<file path="config.mk">
export PLATFORM = sky130hd
export DESIGN_NAME = decode_stage_hs
export DESIGN_NICKNAME = d
export VERILOG_FILES = /design/src/rtl/decode_stage_hs.sv
export SDC_FILE = /design/constraint.sdc
export NUM_CORES = 2
export LEC_CHECK = 0
export ABC_CLOCK_PERIOD_IN_PS = 54400
export CAP_MARGIN = 10
export CORE_MARGIN = 2
export CORE_UTILIZATION = 40
export CTS_CLUSTER_DIAMETER = 40
export CTS_CLUSTER_SIZE = 12
export DETAILED_ROUTE_END_ITERATION = 10
export GPL_ROUTABILITY_DRIVEN = 0
export HOLD_SLACK_MARGIN = 0.03
export PLACE_DENSITY = 0.66
export SYNTH_ARGS = -nofsm -noshare
export SYNTH_HDL_FRONTEND = slang
export SYNTH_SLANG_ARGS = --single-unit
</file>
<file path="constraint.sdc">
create_clock -name clk -period 54.4 [get_ports clk]
set_input_delay 8.16 -clock clk [delete_from_list [all_inputs] [get_ports clk]]
set_output_delay 8.16 -clock clk [all_outputs]
set_load 0.1 [all_outputs]
</file>
<file path="src/rtl/decode_stage_hs.sv">
// ID/EX register with internal register file, writeback bypass and load-use bubble insertion.
// Latency: 1 cycle from acceptance to out_valid. Backpressure: E holds while out_valid & ~out_ready, in_ready drops.
module decode_stage_hs #(
    parameter int XLEN        = 32,
    parameter int NREGS       = 32,
    parameter int CTRL_W      = 12,
    parameter int STALL_CNT_W = 16,
    parameter bit BYPASS_WB   = 1'b1,
    localparam int AW         = $clog2(NREGS)
) (
    input  logic                   clk,
    input  logic                   rst,
    input  logic                   in_valid,
    output logic                   in_ready,
    input  logic [31:0]            instr_d,
    input  logic [XLEN-1:0]        pc_d,
    input  logic [XLEN-1:0]        pcplus4_d,
    input  logic [CTRL_W-1:0]      ctrl_d,
    input  logic [XLEN-1:0]        imm_d,
    input  logic                   mem_read_d,
    input  logic                   flush,
    input  logic                   reg_write_w,
    input  logic [AW-1:0]          rd_w,
    input  logic [XLEN-1:0]        result_w,
    output logic                   out_valid,
    input  logic                   out_ready,
    output logic [CTRL_W-1:0]      ctrl_e,
    output logic                   mem_read_e,
    output logic [XLEN-1:0]        rd1_e,
    output logic [XLEN-1:0]        rd2_e,
    output logic [XLEN-1:0]        imm_e,
    output logic [XLEN-1:0]        pc_e,
    output logic [XLEN-1:0]        pcplus4_e,
    output logic [AW-1:0]          rd_e,
    output logic [AW-1:0]          rs1_e,
    output logic [AW-1:0]          rs2_e,
    input  logic                   stall_cnt_clr,
    output logic [STALL_CNT_W-1:0] stall_cnt
);

    logic [XLEN-1:0]        rf_q [NREGS];
    logic                   out_valid_q, mem_read_q;
    logic [CTRL_W-1:0]      ctrl_q;
    logic [XLEN-1:0]        rd1_q, rd2_q, imm_q, pc_q, pcplus4_q;
    logic [AW-1:0]          rd_q, rs1_q, rs2_q;
    logic [STALL_CNT_W-1:0] stall_cnt_q, stall_cnt_d;

    logic [AW-1:0]   rs1_idx, rs2_idx, rd_idx;
    logic [XLEN-1:0] rd1_val, rd2_val;
    logic            wb_hit, hazard, slot_free, take;
    logic            unused_instr;

    assign rs1_idx      = instr_d[15 +: AW];
    assign rs2_idx      = instr_d[20 +: AW];
    assign rd_idx       = instr_d[7 +: AW];
    assign unused_instr = ^instr_d;

    // Same-cycle writeback wins over the stored value when forwarding is enabled.
    assign wb_hit  = BYPASS_WB && reg_write_w && (rd_w != '0);
    assign rd1_val = (rs1_idx == '0) ? '0 :
                     (wb_hit && rd_w == rs1_idx) ? result_w : rf_q[rs1_idx];
    assign rd2_val = (rs2_idx == '0) ? '0 :
                     (wb_hit && rd_w == rs2_idx) ? result_w : rf_q[rs2_idx];

    assign hazard    = out_valid_q && mem_read_q && (rd_q != '0) && in_valid &&
                       ((rd_q == rs1_idx) || (rd_q == rs2_idx));
    assign slot_free = !out_valid_q || out_ready;
    assign in_ready  = flush || (slot_free && !hazard);
    assign take      = !flush && slot_free && in_valid && !hazard;

    always_ff @(posedge clk or posedge rst) begin
        if (rst) begin
            for (int i = 0; i < NREGS; i++) rf_q[i] <= '0;
        end else if (reg_write_w && rd_w != '0) begin
            rf_q[rd_w] <= result_w;
        end
    end

    // Flush and bubble both clear valid/ctrl/load flag; data fields keep their last value.
    always_ff @(posedge clk or posedge rst) begin
        if (rst) begin
            out_valid_q <= 1'b0;
            mem_read_q  <= 1'b0;
            ctrl_q      <= '0;
            rd1_q       <= '0;
            rd2_q       <= '0;
            imm_q       <= '0;
            pc_q        <= '0;
            pcplus4_q   <= '0;
            rd_q        <= '0;
            rs1_q       <= '0;
            rs2_q       <= '0;
        end else if (take) begin
            out_valid_q <= 1'b1;
            mem_read_q  <= mem_read_d;
            ctrl_q      <= ctrl_d;
            rd1_q       <= rd1_val;
            rd2_q       <= rd2_val;
            imm_q       <= imm_d;
            pc_q        <= pc_d;
            pcplus4_q   <= pcplus4_d;
            rd_q        <= rd_idx;
            rs1_q       <= rs1_idx;
            rs2_q       <= rs2_idx;
        end else if (flush || slot_free) begin
            out_valid_q <= 1'b0;
            mem_read_q  <= 1'b0;
            ctrl_q      <= '0;
        end
    end

    always_comb begin
        stall_cnt_d = stall_cnt_q;
        if (stall_cnt_clr) begin
            stall_cnt_d = '0;
        end else if (in_valid && !in_ready && stall_cnt_q != '1) begin
            stall_cnt_d = stall_cnt_q + 1'b1;
        end
    end

    always_ff @(posedge clk or posedge rst) begin
        if (rst) stall_cnt_q <= '0;
        else     stall_cnt_q <= stall_cnt_d;
    end

    assign out_valid  = out_valid_q;
    assign mem_read_e = mem_read_q;
    assign ctrl_e     = ctrl_q;
    assign rd1_e      = rd1_q;
    assign rd2_e      = rd2_q;
    assign imm_e      = imm_q;
    assign pc_e       = pc_q;
    assign pcplus4_e  = pcplus4_q;
    assign rd_e       = rd_q;
    assign rs1_e      = rs1_q;
    assign rs2_e      = rs2_q;
    assign stall_cnt  = stall_cnt_q;

endmodule

</file>
==> run metrics <==
Post-synth top flop=sky130_fd_sc_hd__dfrtp_1; via-per-instance ratio=6.41; clock sink total=1229; clock-pin slew on the worst setup and hold paths=0.06 ns; level count of the clock H-tree=4; count of nets after finishing=4900; cell types with the highest counts after synthesis=sky130_fd_sc_hd__dfrtp_1, sky130_fd_sc_hd__mux2_2, sky130_fd_sc_hd__mux2i_1, sky130_fd_sc_hd__mux4_2, sky130_fd_sc_hd__clkbuf_1; register area=0.0308 mm2; initial core utilization=40.1%; Total Neg Setup Slack=0 ns; largest net degree at the start of global routing=163; vias after detailed routing=44293; clock network latency to the later pin of the worst-skew pair=0.80 ns; result of the run=finished, final reports clean; DRC violations left=0; worst max-slew margin expressed relative to the limit=15.8%; Starting DRT DRC Count=4886; Synth Register Bits=1229; max capacitance violation total=0; category of the critical setup timing path=primary input to primary output; required time at the endpoint of the critical path=46.24 ns; number of warnings printed during yosys synthesis=0; net count after synthesis=4755; final setup violation count=0; Setup Skew=0.0286 ns; routed wire length=218000 um; fill cell total of the finished layout=13797; worst-case hold slack=0.398 ns; worst reg2reg setup slack=49.69 ns; largest area contributor in the synthesized netlist=sky130_fd_sc_hd__dfrtp_1; biggest fanout along the worst timing path=26; area used by multi-input combinational logic=0.0306 mm2; TritonCTS buffer count=155; area share of the largest cell type after synthesis=48.5%; sequential fraction of the synthesis area=48.5%; Slew Limit Fails=0; leakage power=0.0319 uW; antenna violations before repair=14; Reg2Reg Launch Point=rd_e[1]; cell with the most instances after synthesis=sky130_fd_sc_hd__dfrtp_1; count of instances resized after the clock tree is built=0; Async S/R FF share, synth=100%; Post CTS Setup Buffer Count=0; power per unit of standard cell area=41.0 mW/mm2; average cell area after synthesis=13.9 um2; IR drop worst, VDD=0.0284 mV; synthesized netlist cell count=4569; area of the die=0.162 mm2; detailed-placement wirelength estimate=119000 um; TritonCTS clock tree=yes; worst endpoint data arrival time=10.88 ns; detail-routed net length per standard cell=31.6 um; fraction of final layout cells with drive strength greater than 1=39.4%; count of hold-fix buffers inserted at cts=0; Final Hold Vio Count=0; Slew @ Worst Pin=1.26 ns; DR pass1 iterations=6; placeable core region=0.158 mm2; post-route minimum period=19.04 ns; Hold Crit Depth=0; launch instance of the worst min-delay path=rf_q[1000]; top post-synthesis cells by area=sky130_fd_sc_hd__dfrtp_1, sky130_fd_sc_hd__mux2_2, sky130_fd_sc_hd__mux4_2; achievable clock frequency=52.5 MHz; CTS root buf=sky130_fd_sc_hd__clkbuf_16; vias in the first global route=44560; unrepaired setup endpoints after global routing=no; number of cell instances on the worst register-to-register path=6; CP Capture Type=primary output; number of buffers on the longest clock path=3; Antenna Violating Nets Remaining=0; Overflow after GRT=0; all-layer global routing usage=26.6%; endpoint of the most critical register-to-register path=pcplus4_e[26]; number of port buffers=373; Startpoint Class=primary input; die height=402 um; summed instance area of the synthesized netlist=0.0634 mm2; Hold EP=rf_q[1000]; number of placed I/O pins=391; Row Count=146; global-route wire length before repair=316000 um; Final period util=35.0%; number of enable flip-flop cells after synthesis=0; Worst Hold Class=flip-flop to flip-flop; width of the die=402 um; post-synthesis cell type count=61; Area growth syn-to-layout=17.0%
## power breakdown
part           switching [uW]  internal, uW
clock network             430           682
registers                 125          1080
logic                     407           315
## worst max-delay path, stage by stage
cell	delay, ns
sky130_fd_sc_hd__clkdlybuf4s50_1	0.42
sky130_fd_sc_hd__and3_1	0.24
sky130_fd_sc_hd__o21ai_4	0.07
sky130_fd_sc_hd__buf_4	0.56
sky130_fd_sc_hd__o21ai_0	0.19
sky130_fd_sc_hd__nand2b_1	0.11
sky130_fd_sc_hd__clkdlybuf4s50_1	1.12
## routing by layer
metal	wire (um)	track usage (%)	up-vias
met5	127	0	-
met4	9980	11.8	18
met3	20500	6.35	562
met2	100000	41.3	2310
met1	87300	35.5	23609
li1	-	-	17794
## final cells by class
type                            instances  area share (%)
Clock buffer                          190            5.65
Clock inverter                         89            1.78
Tap cell                             2072            3.49
Timing Repair Buffer                  490            6.33
Antenna cell                            6          0.0202
Inverter                               27           0.147
Multi-Input combinational cell       2811            41.2
Sequential cell                      1229            41.4
## sequential cells by signal, indices dropped and copies added (netlist names), 12 cells and up
register / flops
rd2_e: 32
ctrl_e: 12
pcplus4_e: 32
stall_cnt: 16
pc_e: 32
rd1_e: 32
rf_q: 1024
imm_e: 32
## placed cells by master (no fill, tap or decap), types with 7 or more instances in the layout
cell type	count
sky130_fd_sc_hd__a2111oi_0	11
sky130_fd_sc_hd__nor2b_1	14
sky130_fd_sc_hd__clkinv_4	7
sky130_fd_sc_hd__o2111ai_1	25
sky130_fd_sc_hd__clkbuf_8	14
sky130_fd_sc_hd__nor2_4	14
sky130_fd_sc_hd__a21oi_1	88
sky130_fd_sc_hd__clkinv_2	22
sky130_fd_sc_hd__o22ai_1	62
sky130_fd_sc_hd__dfrtp_1	1229
sky130_fd_sc_hd__mux4_2	324
sky130_fd_sc_hd__o21ai_0	43
sky130_fd_sc_hd__a2111oi_2	13
sky130_fd_sc_hd__clkinvlp_4	12
sky130_fd_sc_hd__clkdlybuf4s50_1	356
sky130_fd_sc_hd__o221ai_1	88
sky130_fd_sc_hd__a221o_1	40
sky130_fd_sc_hd__xor2_1	14
sky130_fd_sc_hd__nor2_1	21
sky130_fd_sc_hd__bufinv_16	27
sky130_fd_sc_hd__inv_6	12
sky130_fd_sc_hd__nand2_1	147
sky130_fd_sc_hd__nor3_1	10
sky130_fd_sc_hd__a22oi_1	56
sky130_fd_sc_hd__nand3_1	72
sky130_fd_sc_hd__clkbuf_16	158
sky130_fd_sc_hd__clkbuf_1	19
sky130_fd_sc_hd__mux2_1	8
sky130_fd_sc_hd__inv_1	26
sky130_fd_sc_hd__mux2_2	1108
sky130_fd_sc_hd__mux2i_1	377
sky130_fd_sc_hd__a2bb2oi_1	62
sky130_fd_sc_hd__nand2_2	16
sky130_fd_sc_hd__a211oi_1	42
sky130_fd_sc_hd__buf_4	119
sky130_fd_sc_hd__a22o_1	62
## worst max path at each step
stage	startpoint	endpoint	slack (ns)	depth (start not counted)
floorplan	rst	ctrl_e[0]	11.61	1
global placement	in_valid	in_ready	35.43	7
detailed placement	in_valid	in_ready	35.40	7
CTS	in_valid	in_ready	35.39	7
global route	in_valid	in_ready	35.32	7
finish	in_valid	in_ready	35.36	7
## per-stage QoR
stage	instance area [um2]	setup slack, ns	util (%)	instances	power, uW
after detailed placement	68600	35.40	43.4	6626	1940
final	74200	35.36	47.0	6914	3040
after global routing	74200	35.32	47.0	6908	3150
after global placement	68600	35.43	43.4	6626	1920
after floorplan	63400	11.61	-	4569	1740
after CTS	74200	35.39	46.9	6905	3050
## cell families (layout without fill, tap and decap cells)
family	count (synthesis)	after routing	share of synthesized area, %
compound gates	613	613	7.49
xor+xnor	20	20	0.276
fa+ha+maj	1	1	0.0197
buf+inv	529	796	3.80
flops	1229	1229	48.5
mux	1817	1817	37.3
other cells	0	6	0
simple gates	360	360	2.68
Power figures use the tool's default switching activity.
